[src/rtl/rggen_apb_register_access_adapter.sv]
// APB4 slave front end for the register/bit-field array: one APB transfer becomes
// at most one request/ready register access, with window check and access timeout.
module rggen_apb_register_access_adapter #(
  parameter int                         ADDRESS_WIDTH  = 16,
  parameter int                         BUS_WIDTH      = 32,
  parameter logic [ADDRESS_WIDTH-1:0]   BASE_ADDRESS   = '0,
  parameter int                         WINDOW_SIZE    = 256,
  parameter int                         TIMEOUT_CYCLES = 16
) (
  input  logic                         i_clk,
  input  logic                         i_rst_n,
  input  logic                         i_psel,
  input  logic                         i_penable,
  input  logic [ADDRESS_WIDTH-1:0]     i_paddr,
  input  logic                         i_pwrite,
  input  logic [BUS_WIDTH-1:0]         i_pwdata,
  input  logic [BUS_WIDTH/8-1:0]       i_pstrb,
  output logic                         o_pready,
  output logic [BUS_WIDTH-1:0]         o_prdata,
  output logic                         o_pslverr,
  output logic                         o_reg_valid,
  output logic                         o_reg_write,
  output logic [ADDRESS_WIDTH-1:0]     o_reg_address,
  output logic [BUS_WIDTH-1:0]         o_reg_write_data,
  output logic [BUS_WIDTH-1:0]         o_reg_write_mask,
  input  logic                         i_reg_ready,
  input  logic [BUS_WIDTH-1:0]         i_reg_read_data,
  input  logic [1:0]                   i_reg_status
);

  localparam int STRB_WIDTH = BUS_WIDTH / 8;
  localparam logic [ADDRESS_WIDTH-1:0] WORD_MASK =
    ~(ADDRESS_WIDTH'(STRB_WIDTH) - ADDRESS_WIDTH'(1));
  localparam logic [ADDRESS_WIDTH-1:0] WINDOW_MASK =
    ~(ADDRESS_WIDTH'(WINDOW_SIZE) - ADDRESS_WIDTH'(1));
  localparam int CNT_WIDTH = (TIMEOUT_CYCLES > 2) ? $clog2(TIMEOUT_CYCLES) : 1;
  localparam logic [CNT_WIDTH-1:0] CNT_LAST =
    CNT_WIDTH'((TIMEOUT_CYCLES > 0) ? TIMEOUT_CYCLES - 1 : 0);

  typedef enum logic [1:0] {
    IDLE    = 2'd0,
    ACCESS  = 2'd1,
    RESPOND = 2'd2
  } state_e;

  state_e                     state_q, state_d;
  logic                       write_q, write_d;
  logic [ADDRESS_WIDTH-1:0]   addr_q, addr_d;
  logic [BUS_WIDTH-1:0]       wdata_q, wdata_d;
  logic [BUS_WIDTH-1:0]       wmask_q, wmask_d;
  logic [BUS_WIDTH-1:0]       rdata_q, rdata_d;
  logic                       err_q, err_d;
  logic [CNT_WIDTH-1:0]       count_q, count_d;

  logic                       setup;
  logic                       in_window;
  logic                       slave_err;
  logic [ADDRESS_WIDTH-1:0]   offset;
  logic [BUS_WIDTH-1:0]       strb_mask;
  logic                       in_access;
  logic                       in_respond;

  assign setup     = i_psel && !i_penable;
  // BASE_ADDRESS is window-aligned, so membership is a compare of the upper bits.
  assign in_window = (i_paddr & WINDOW_MASK) == BASE_ADDRESS;
  assign offset    = i_paddr - BASE_ADDRESS;
  assign slave_err = i_reg_status inside {2'b10, 2'b11};

  always_comb begin
    strb_mask = '0;
    for (int i = 0; i < STRB_WIDTH; i++) begin
      strb_mask[8*i +: 8] = {8{i_pstrb[i]}};
    end
  end

  always_ff @(posedge i_clk or negedge i_rst_n) begin
    if (!i_rst_n) begin
      state_q <= IDLE;
      write_q <= 1'b0;
      addr_q  <= '0;
      wdata_q <= '0;
      wmask_q <= '0;
      rdata_q <= '0;
      err_q   <= 1'b0;
      count_q <= '0;
    end else begin
      state_q <= state_d;
      write_q <= write_d;
      addr_q  <= addr_d;
      wdata_q <= wdata_d;
      wmask_q <= wmask_d;
      rdata_q <= rdata_d;
      err_q   <= err_d;
      count_q <= count_d;
    end
  end

  // Register handshake: the request is presented while o_reg_valid is high and is
  // held unchanged until the first cycle i_reg_ready is high; that cycle completes
  // the access and i_reg_read_data/i_reg_status are sampled with it.
  always_comb begin
    state_d = state_q;
    write_d = write_q;
    addr_d  = addr_q;
    wdata_d = wdata_q;
    wmask_d = wmask_q;
    rdata_d = rdata_q;
    err_d   = err_q;
    count_d = count_q;
    case (state_q)
      IDLE: begin
        if (setup) begin
          write_d = i_pwrite;
          addr_d  = offset & WORD_MASK;
          wdata_d = i_pwrite ? i_pwdata : '0;
          wmask_d = i_pwrite ? strb_mask : '1;
          rdata_d = '0;
          count_d = '0;
          if (!in_window) begin
            err_d   = 1'b1;
            state_d = RESPOND;
          end else if (i_pwrite && (i_pstrb == '0)) begin
            err_d   = 1'b0;
            state_d = RESPOND;
          end else begin
            err_d   = 1'b0;
            state_d = ACCESS;
          end
        end
      end
      ACCESS: begin
        if (i_reg_ready) begin
          rdata_d = (!write_q && !slave_err) ? i_reg_read_data : '0;
          err_d   = slave_err;
          state_d = RESPOND;
        end else if ((TIMEOUT_CYCLES != 0) && (count_q == CNT_LAST)) begin
          rdata_d = '0;
          err_d   = 1'b1;
          state_d = RESPOND;
        end else if (TIMEOUT_CYCLES != 0) begin
          count_d = count_q + CNT_WIDTH'(1);
        end
      end
      RESPOND: begin
        state_d = IDLE;
        count_d = '0;
      end
      default: begin
        state_d = IDLE;
      end
    endcase
  end

  assign in_access  = state_q == ACCESS;
  assign in_respond = state_q == RESPOND;

  // Outputs are gated by state so they read as zero outside their phase.
  assign o_reg_valid      = in_access;
  assign o_reg_write      = in_access && write_q;
  assign o_reg_address    = in_access ? addr_q  : '0;
  assign o_reg_write_data = in_access ? wdata_q : '0;
  assign o_reg_write_mask = in_access ? wmask_q : '0;

  assign o_pready  = in_respond;
  assign o_pslverr = in_respond && err_q;
  assign o_prdata  = in_respond ? rdata_q : '0;

endmodule

[config.mk]
export PLATFORM = sky130hd
export DESIGN_NAME = rggen_apb_register_access_adapter
export DESIGN_NICKNAME = d
export VERILOG_FILES = /design/src/rtl/rggen_apb_register_access_adapter.sv
export SDC_FILE = /design/constraint.sdc
export NUM_CORES = 1
export LEC_CHECK = 0
export ABC_AREA = 1
export CAP_MARGIN = 10
export CORE_MARGIN = 5
export CORE_UTILIZATION = 38
export CTS_BUF_LIST = sky130_fd_sc_hd__clkbuf_16
export CTS_CLUSTER_DIAMETER = 150
export DETAILED_ROUTE_END_ITERATION = 7
export PLACE_DENSITY = 0.78
export SLEW_MARGIN = 20
export SYNTH_ARGS = -nofsm -noshare
export SYNTH_HDL_FRONTEND = slang
export SYNTH_SLANG_ARGS = --single-unit
[constraint.sdc]
create_clock -name i_clk -period 1.6 [get_ports i_clk]
set_clock_uncertainty 0.15 [all_clocks]
set_input_delay 0.32 -clock i_clk [delete_from_list [all_inputs] [get_ports i_clk]]
set_output_delay 0.32 -clock i_clk [all_outputs]
set_load 0.02 [all_outputs]
==> reports/results.txt <==
Inst Count DP = 872
mux cell area share after synthesis = 0%
critical path fanouts, max = 8
Final Wtd Congestion = 0.846
pwr dens = 963 nW/um2
via count = 4543
hpwl dp = 9.70 mm
# rows = 39
Leakage = 3.94 nW
post-synthesis adder-cell area fraction = 0.277%
M2 GR Usage = 34.4%
P&R area growth vs syn = 86.2%
CP startpoint kind = flop
Synth Register Bits = 90
Hold Vio Cnt, Final = 0
period utilisation layout = 126%
Final Worst Setup Slack = -0.408 ns
post-synthesis xor/xnor area fraction = 0%
CP Class = flop to output pin
failing checks = negative setup slack
CTS Sinks = 90
Die Y = 119 um
vias in the first global route = 4412
initial antenna violation count = 0
final setup TNS = -52.15 ns
pre-CTS WS = -0.510 ns
H-tree depth = 3
worst ir drop on vdd = 0.547 mV
CTS Buffer Depth = 2
Hold/Removal Path Class = flop to flop
Layout Cells excl Fill = 936
CP required = 1.13 ns
Total GRT Usage = 18.7%
CTS clock-pin slew for the worst setup and hold paths = 0.06 ns
Post-Synth Simple-Gate Area = 20.0%
drt via density = 4.85
GR met3 Demand/Resource = 3.46%
drt first pass iters = 5
post-synth cell types = 27
largest net degree at the start of global routing = 91
main combinational cell family by area after synthesis = simple AND/OR/NAND/NOR gates
CP arrival = 1.54 ns
grt total ovfl = 0
Setup crit end kind = output pin
routed wire length = 16.6 mm
Routed Antenna Nets = 0
CORE AREA = 11500 um2
I/O Buffers = 202
# setup viols final = 194
TritonCTS clock tree = built
Synth Instances = 548
outcome = finished, violations left
hold slack = 0.368 ns
crit path time final = 2.01 ns
layout net count = 881
first-pass GRT wire length = 21.7 mm
share of cells above drive strength 1 = 46.8%
sequential element share of the synthesized area = 49.9%
Die W = 119 um
TritonCTS buffer count = 9
RSZ-0062 raised after global routing = true
met1 Use GR = 21.2%
n_diodes = 0
DRC = 0
initial core utilization = 39.2%
Max Clock Freq = 498 MHz
GR peak layer = met2
Final Max Slew Viols = 0
Clk Latency, worst-skew pair = 0.33 ns
die area = 14200 um2
Avg Inst Size Synth = 8.24 um2
post-DR wirelength/cell = 17.8 um
number of synthesis warnings = 0
Compound-Gate Fraction of Synth Area = 12.3%
max-cap violations = 0
CTS root buf = clkbuf_16
# IOs = 208
Synth Cell Area = 4510 um2
DR iter-0 viols = 232
==> registers in the layout (all words and copies together) (netlist names) <==
signal / flops
addr_q: 14
count_q: 4
err_q: 1
rdata_q: 32
state_q: 2
wdata_q: 32
wmask_q: 4
write_q: 1
==> power breakdown <==
part           internal [mW]  total, mW  switching (mW)  leakage, nW
sequential              2.77       2.94           0.169         1.19
clock                   1.02       1.86           0.842        0.134
combinational           1.44       3.29            1.85         2.62
==> Yosys cell counts <==
library cell	count	area [um2]
a21oi_1	1	5.00
a22oi_1	1	7.51
buf_2	10	50.1
buf_4	35	263
buf_6	8	90.1
buf_8	1	15.0
clkbuf_2	1	5.00
conb_1	1	3.75
dfrtp_1	90	2250
ha_1	1	12.5
inv_1	94	353
inv_2	3	11.3
nand2_1	97	364
nand2_2	3	18.8
nand2_4	2	22.5
nand3_1	5	25.0
nand3_2	1	10.0
nand4_1	2	12.5
nor2_1	97	364
nor2_2	2	12.5
nor2_4	4	45.0
nor2_8	1	20.0
nor3b_1	1	7.51
o21ai_0	15	75.1
o21ai_1	43	215
o21ai_2	28	245
o21bai_1	1	7.51
==> area by class of cell <==
type                       count  area (um2)
inverter                      97         389
clock buffer                   9         225
fill                         763        3110
clock inverter                 7        28.8
timing repair inverter         1        16.3
timing repair buffer         281        3170
multi-input combinational    308        2140
sequential                    90        2250
tap                          143         179
==> path summary, 6_finish.rpt <==
kind,start,end,slack (ns),cells after the start
max,state_q[1],o_prdata[17],-0.41,6
min,rdata_q[6],rdata_q[6],0.37,2
max reg2reg,state_q[1],rdata_q[18],-0.38,12
min reg2reg,rdata_q[6],rdata_q[6],0.37,2
max in group asynchronous,i_rst_n,state_q[0],0.48,3
min in group asynchronous,i_rst_n,addr_q[6],0.41,3
==> critical path, stage by stage (launching register included) <==
cell	delay, ns
dfrtp_1	0.41
clkinv_4	0.11
nor2_4	0.15
inv_6	0.08
clkbuf_16	0.20
nor2_4	0.12
buf_6	0.13
==> cell families after synthesis <==
logic type / after synthesis
flip-flops: 90
AO/OA/AOI/OAI: 89
adder cells (fa/ha/maj): 1
buffers and inverters: 152
other: 1
AND/OR/NAND/NOR: 215
==> layout by cell type, fill, tap and decap left out, types with 2 or more instances in the layout <==
master,netlist,routed
o21ai_1,43,47
clkinv_8,0,2
buf_12,0,14
nand3_1,5,5
buf_8,1,6
buf_16,0,2
nand4_1,2,2
buf_6,8,108
o21ai_0,15,5
nor2_1,97,18
o21ai_2,28,34
nand2_1,97,63
nand2_8,0,2
nor2_2,2,42
nand2_4,2,28
inv_1,94,95
buf_2,10,7
clkinv_1,0,3
conb_1,1,2
nand2_2,3,10
nor2_4,4,43
clkbuf_16,0,20
dfrtp_1,90,89
buf_4,35,45
clkdlybuf4s50_1,0,87
clkinv_2,0,2
==> metal layers <==
metal  wire [um]  up-vias
met4         763        0
met5           0        -
met1        6000     2201
li1            -     2110
met3         875       50
met2        9010      182
==> metrics by stage <==
stage | total power [mW] | instance area (um2) | utilization [%]
global placement | 5.12 | 6850 | 59.5
finish | 8.09 | 8400 | 73.0
floorplan | 4.31 | 4790 | -
detailed placement | 5.19 | 6850 | 59.5
CTS | 7.21 | 7110 | 61.8
global route | 8.50 | 8400 | 73.0
==> what timing repair did <==
action                     CTS  global route
pin swaps                    3             9
hold buffers                 1             0
setup buffers               13            17
gates cloned                 2            16
setup endpoints to repair  152           196
hold endpoints to repair    90             0
resized for setup          553           276
No activity file was read; power rests on OpenSTA's default activity.
